File: config.mk
export PLATFORM = sky130hd
export DESIGN_NAME = regfile_sb
export DESIGN_NICKNAME = d
export VERILOG_FILES = /design/src/rtl/regfile_sb.sv
export SDC_FILE = /design/constraint.sdc
export NUM_CORES = 2
export LEC_CHECK = 0
export CAP_MARGIN = 20
export CORE_MARGIN = 5
export CORE_UTILIZATION = 60
export CTS_BUF_LIST = sky130_fd_sc_hd__clkbuf_8
export CTS_CLUSTER_DIAMETER = 120
export DETAILED_ROUTE_END_ITERATION = 10
export GPL_TIMING_DRIVEN = 0
export PLACE_DENSITY = 0.75
export SYNTH_ARGS = -nofsm -noshare
export SYNTH_HDL_FRONTEND = slang
export SYNTH_SLANG_ARGS = --single-unit
export TNS_END_PERCENT = 50
File: constraint.sdc
create_clock -name clk -period 4.3 [get_ports clk]
set_clock_uncertainty 0.15 [all_clocks]
set_input_delay 0.645 -clock clk [delete_from_list [all_inputs] [get_ports clk]]
set_output_delay 0.645 -clock clk [all_outputs]
set_load 0.02 [all_outputs]
File: src/rtl/regfile_sb.sv
// Integer register file with two bypassed read ports and a busy scoreboard for long-latency results.
// Raises hazard_stall when a consumed operand or the destination is still waiting on a load.
module regfile_sb #(
  parameter int DATA_WIDTH = 32,
  parameter int NUM_REGS   = 32,
  parameter int ADDR_W     = 5
) (
  input  logic                  clk,
  input  logic                  rst_n,
  input  logic [ADDR_W-1:0]     rs1_addr,
  input  logic [ADDR_W-1:0]     rs2_addr,
  input  logic                  rs1_used,
  input  logic                  rs2_used,
  output logic [DATA_WIDTH-1:0] rs1_data,
  output logic [DATA_WIDTH-1:0] rs2_data,
  input  logic                  wb_we,
  input  logic [ADDR_W-1:0]     wb_rd,
  input  logic [DATA_WIDTH-1:0] wb_wdata,
  input  logic                  issue_valid,
  input  logic                  issue_long,
  input  logic [ADDR_W-1:0]     issue_rd,
  input  logic                  flush,
  output logic                  hazard_stall,
  output logic [NUM_REGS-1:0]   busy_vec
);

  logic [DATA_WIDTH-1:0] rf_view [NUM_REGS];
  logic [NUM_REGS-1:0]   busy_q;
  logic [NUM_REGS-1:0]   busy_d;
  logic                  wb_write;
  logic                  issue_set;
  logic                  pend_rs1;
  logic                  pend_rs2;
  logic                  pend_rd;

  // x0 is re-gated here even though writeback already filters it.
  assign wb_write  = wb_we && (wb_rd != '0);
  assign issue_set = issue_valid && issue_long && (issue_rd != '0) && !hazard_stall && !flush;

  for (genvar gi = 0; gi < NUM_REGS; gi++) begin : gen_reg
    if (gi == 0) begin : gen_zero
      assign rf_view[gi] = '0;
      assign busy_d[gi]  = 1'b0;
    end else begin : gen_live
      logic [DATA_WIDTH-1:0] data_q;
      logic [DATA_WIDTH-1:0] data_d;
      logic                  hit_wb;
      logic                  hit_issue;

      assign hit_wb    = wb_write && (wb_rd == ADDR_W'(gi));
      assign hit_issue = issue_set && (issue_rd == ADDR_W'(gi));

      always_comb begin
        data_d = data_q;
        if (hit_wb) begin
          data_d = wb_wdata;
        end
      end

      always_ff @(posedge clk or negedge rst_n) begin
        if (!rst_n) begin
          data_q <= '0;
        end else begin
          data_q <= data_d;
        end
      end

      assign rf_view[gi] = data_q;
      // The issuing instruction is younger than the retiring one, so its set wins.
      assign busy_d[gi]  = flush     ? 1'b0 :
                           hit_issue ? 1'b1 :
                           hit_wb    ? 1'b0 : busy_q[gi];
    end
  end

  always_ff @(posedge clk or negedge rst_n) begin
    if (!rst_n) begin
      busy_q <= '0;
    end else begin
      busy_q <= busy_d;
    end
  end

  assign busy_vec = busy_q;

  always_comb begin
    rs1_data = '0;
    if (rs1_addr != '0) begin
      if (wb_we && (wb_rd == rs1_addr)) begin
        rs1_data = wb_wdata;
      end else begin
        rs1_data = rf_view[rs1_addr];
      end
    end
  end

  always_comb begin
    rs2_data = '0;
    if (rs2_addr != '0) begin
      if (wb_we && (wb_rd == rs2_addr)) begin
        rs2_data = wb_wdata;
      end else begin
        rs2_data = rf_view[rs2_addr];
      end
    end
  end

  // A writeback landing this cycle resolves the dependency through the bypass path.
  assign pend_rs1 = busy_q[rs1_addr] && !(wb_we && (wb_rd == rs1_addr));
  assign pend_rs2 = busy_q[rs2_addr] && !(wb_we && (wb_rd == rs2_addr));
  assign pend_rd  = busy_q[issue_rd] && !(wb_we && (wb_rd == issue_rd));

  assign hazard_stall = issue_valid && (
                          (rs1_used && (rs1_addr != '0) && pend_rs1) ||
                          (rs2_used && (rs2_addr != '0) && pend_rs2) ||
                          ((issue_rd != '0) && pend_rd));

endmodule

Word level (Yosys, flattened, before mapping)
Index checks and enable logic that the tools add are counted.

storage, ports and cells
  register bits = 1023
  output and inout port bits = 97
  logic and storage cells = 364

cells by class
  $lt $le $gt $ge = 5
  equality and inequality tests = 65
  mux-type cells = 109
  bitwise logic cells = 2
  reduce and logical (&&, ||, !) cells = 121

operator list
  cell                                                 number
  binary-select mux 32 bit (select 5 bit)              2
  2-to-1 mux 32 bit                                    8
  == test 5 bit (second input constant)                32
  2-to-1 mux 1 bit                                     96
  nonzero test 3 bit                                   31
  == test 5 x 4 -> 1 bit (second input constant)       16
  logical AND 1 bit                                    79
  == test 5 x 3 -> 1 bit (second input constant)       8
  == test 5 x 2 -> 1 bit (second input constant)       4
  nonzero test 5 bit                                   4
  < comparator 5 x 6 -> 1 bit (second input constant)  3
  binary-select mux 1 bit (select 5 bit)               3
  == test 5 bit                                        3
  >= comparator 6 bit (second input constant)          2
  NOT 5 -> 6 bit                                       2
  == test 5 x 1 -> 1 bit (second input constant)       2
  zero test 1 bit                                      5
  logical OR 1 bit                                     2

Depth between registers and ports, before layout
  depth in word-level cells = 14
  depth in mapped cells = 10

Least setup slack after synthesis
OpenSTA, ideal clock, no wires.

  path kind = input port to output port
  start point = input rs2_addr[0]
  end point = output rs2_data[0]
  arrival = 2621 ps
  required time = 3505 ps
  slack = 884 ps
  stages on the path = 8
  path buffers = 4
  path through = buf_6 > buf_6 > buf_6 > buf_2 > mux4_2 > mux4_2 > mux2i_1 > o21ai_0

between the ends
  word-level cells in the longest chain between the ends = 6
  elaborated cells on any way between the ends = 9

RTL lines
  item                                                   RTL line  text
  from (decl)                                            11        input logic [ADDR_W-1:0] rs2_addr,
  NOT 5 -> 6 bit (implied by the code)                   103       rs2_data = rf_view[rs2_addr];
  binary-select mux 32 bit (select 5 bit)                103
  2-to-1 mux 32 bit (implied by the code) (2 in series)  103
  2-to-1 mux 32 bit                                      100       if (wb_we && (wb_rd == rs2_addr)) begin
  2-to-1 mux 32 bit *                                    99        if (rs2_addr != '0) begin
  to (decl)                                              15        output logic [DATA_WIDTH-1:0] rs2_data,

Mark *: on every way between the ends. The rest lies on a longest branch, timed or not. The select of a mux whose other input is x is not followed.

Worst setup path after layout
  start point = input rs1_addr[3]
  end point = output rs1_data[30]

between the ends
  word-level cells in the longest chain between the ends = 6
  elaborated cells on any way between the ends = 9

RTL lines
  item                                                   RTL line  text
  from (decl)                                            10        input logic [ADDR_W-1:0] rs1_addr,
  NOT 5 -> 6 bit (implied by the code)                   92        rs1_data = rf_view[rs1_addr];
  binary-select mux 32 bit (select 5 bit)                92
  2-to-1 mux 32 bit (implied by the code) (2 in series)  92
  2-to-1 mux 32 bit                                      89        if (wb_we && (wb_rd == rs1_addr)) begin
  2-to-1 mux 32 bit *                                    88        if (rs1_addr != '0) begin
  to (decl)                                              14        output logic [DATA_WIDTH-1:0] rs1_data,

Marks and branches as above.

==> flow_summary.yaml <==
status:
  violations: "design-rule violations, negative setup slack"
  outcome: "complete, but fails checks"
yosys:
  syn_nets: 3736
  ys.flop_type: "dfrtp_1"
  ys_warn_count: 0
  synth_cell_types: 51
  avgSynthCellArea_um2: 15.2
  syn-cell-area_um2: 56000
  async_flop_share_pct: 100
  synth_seq_cells: 1023
  seq_area_frac_synth_pct: 45.7
  netlist_instances: 3676
  synth_edf_count: 0
critical_path:
  crit_fanout: 10
  crit_chain: "clkdlybuf4s50_1 -> clkbuf_4 -> clkbuf_4 -> clkbuf_4 -> a21oi_1 -> a21oi_1 -> clkdlybuf4s50_1"
  path_delay_family: "buffers and inverters"
  cpPeakStageDelay_ns: 0.72
  cp.required_ns: 3.50
  cp_common_cell: "clkbuf_4"
  path_buf_inv: 5
  crit_slowest_cell: "clkdlybuf4s50_1"
  start_kind: "primary input"
  cp.arrival_ns: 3.59
  end_kind: "output pin"
  path_class: "primary input to output pin"
run:
  cap_violations: 0
drt:
  wl_per_cell_um: 37.5
  dr.pass1.iters: 11
  vias: 40100
  via_per_inst: 7.35
  routed_wl_um: 204000
  drc: 2
  detailedRoute.firstIterationViolations: 5692
  drtAntennaViolNets: 0
floorplan:
  ios: 157
  core_area_um2: 93000
  die_w_um: 316
  start_util_pct: 60.2
  core.rowCount: 112
  die_area_um2: 99600
  fp.dieH_um: 316
clock_network:
  cts-htree-levels: 4
  cts_buffer_depth: 3
  cts_tree: "built"
  cts-root-buf: "clkbuf_8"
  cts-buffers-inserted: 174
  clk_pin_slew_worst_paths_ns: 0.06
  clock-sinks: 1023
  clkLatencyLatePin_ns: 0.89
grt:
  grt_max_degree: 169
  grt_usage_pct: 41.1
  grt_pass1_wl_um: 289000
  grt_pass1_vias: 40700
  grt_overflow: 0
  antenna_found_initial: 5
layout:
  areaGrowthSynthToFinish_pct: 15.0
  final_area_um2: 64400
  drive_above_1_share_pct: 53.1
  fillers: 6398
  nets: 4119
sta:
  max_freq_mhz: 228
  setup_viol: 11
  rsz0062_at_grt: "yes"
  fin_crit_ns: 4.38
  finalMaxSlewViolations: 0
  finalHoldViolCount: 0
  fin_crit_sh_pct: 102
  tightest_slew_ns: 1.29
  slew_headroom_pct: 13.3
  setup_slack_ns: -0.0818
pwr:
  ir_worst_vdd_mv: 0.351
  power.total_w: 0.0286
  p_per_area_nw_per_um2: 444
  p_leak_nw: 27.9
placed_design:
  portBuffers: 141
  hpwlAfterDp_um: 140000
  gp_congestion: 0.995
  dpl-instance-area_um2: 59900
min_path:
  worstHoldPathType: "primary input to flop"
-- flip-flops by register name, summed over array words and instances, names as in the netlist --
name / cells
gen.gen_live.data_q: 992
busy_vec: 31
-- stage by stage --
step	util [%]	setup WS, ns	hold slack, ns	std cells	TNS (ns)
2_1_floorplan	-	0.884	0.199	3676	0
3_3_place_gp	63.4	-44.43	0.349	5071	-
3_5_place_dp	64.4	-1.66	0.356	5125	-85.87
4_1_cts	68.9	-0.180	0.0932	5442	-0.504
5_1_grt	69.2	-0.0559	0.164	5450	-0.0740
6_report	69.2	-0.0818	0.150	5455	-0.200
-- path summary, 6_finish.rpt --
kind	slack, ns	start	depth (start not counted)	end
min in group asynchronous	0.19	rst_n	2	busy_vec[20]
worst max register to register	1.71	busy_vec[4]	7	busy_vec[6]
worst min register to register	0.37	gen_reg[18].gen_live.data_q[17]	1	gen_reg[18].gen_live.data_q[17]
worst min-delay path	0.15	issue_rd[2]	3	busy_vec[28]
worst max-delay path	-0.08	rs1_addr[3]	7	rs1_data[30]
max in group asynchronous	1.28	rst_n	5	gen_reg[17].gen_live.data_q[16]
-- worst register-to-register path, cell delays in order (launching register included) --
cell	delay, ns
dfrtp_1	0.44
mux4_2	0.49
o21ai_0	0.20
o22ai_1	0.15
a32oi_4	0.34
buf_4	0.18
nand4_1	0.23
o21ai_0	0.31
-- area by class of cell --
type                            instances  area, um2  area share (%)
Buffer                                406       2410            3.74
Sequential cell                      1023      25600            39.7
Timing Repair Buffer                  210       2430            3.78
Inverter                               12       50.0          0.0777
Clock inverter                         87        479           0.744
Antenna cell                            7       17.5          0.0272
Tap cell                             1254       1570            2.44
Multi-Input combinational cell       2232      28800            44.7
Clock buffer                          224       3080            4.79
-- cell families after synthesis --
| group | after synthesis | share of synthesized area, % |
|---|---|---|
| multiplexers | 1692 | 44.9 |
| flip-flops | 1023 | 45.7 |
| buffers and inverters | 421 | 3.38 |
| AO/OA/AOI/OAI | 289 | 3.69 |
| AND/OR/NAND/NOR | 235 | 2.10 |
| XOR/XNOR | 15 | 0.234 |
| other | 1 | 0.00669 |
-- synthesized netlist by cell type, drive strengths merged (7+ instances only) --
library cell | count | area, um2
a2111oi | 31 | 272
nand2b | 10 | 62.6
nand4 | 7 | 43.8
inv | 12 | 45.1
nand2 | 78 | 293
buf | 194 | 1040
dfrtp | 1023 | 25600
nand3b | 16 | 120
o31ai | 7 | 66.3
o32ai | 7 | 61.3
o22ai | 7 | 43.8
o21bai | 37 | 278
mux2i | 79 | 791
mux4 | 551 | 12400
clkbuf | 215 | 807
nor2 | 40 | 150
mux2 | 1062 | 12000
nor2b | 9 | 56.3
a221oi | 45 | 394
a21oi | 68 | 340
nand3 | 10 | 50.1
a22o | 27 | 236
o21ai | 47 | 235
or3b | 9 | 78.8
nor3 | 36 | 180
xor2 | 12 | 105
-- layout by cell type, fill, tap and decap left out, types with 42 or more instances in the layout --
cell type	n
clkbuf_1	151
mux2i_1	79
buf_2	51
a21oi_1	53
mux4_2	551
dlygate4sd2_1	46
inv_1	63
buf_4	70
buf_8	47
buf_6	44
mux2_2	1062
dfrtp_1	1023
clkdlybuf4s50_1	82
a221oi_1	42
clkbuf_8	230
nand2_1	78
-- power breakdown --
group          internal [W]  switching, W
clock network       0.00475       0.00432
logic               0.00388       0.00288
registers            0.0115       0.00133
total                0.0201       0.00854
-- timing repair --
| action | in CTS | in global routing |
|---|---|---|
| endpoints found under the hold margin | 114 | 0 |
| pin swaps | 4 | 5 |
| endpoints found under the setup margin | 65 | 46 |
| setup buffers | 7 | 3 |
| hold buffers | 1 | 0 |
| resized for setup | 347 | 70 |
-- metal layers --
layer | GRT usage (%) | up-vias | part of all wire, %
li1 | - | 15200 | -
met1 | 52.4 | 21000 | 35
met2 | 60.2 | 3059 | 44
met3 | 16.1 | 872 | 14
met4 | 24.5 | 6 | 7.2
met5 | 0.725 | - | 0.037
No activity file was read; power rests on OpenSTA's default activity.
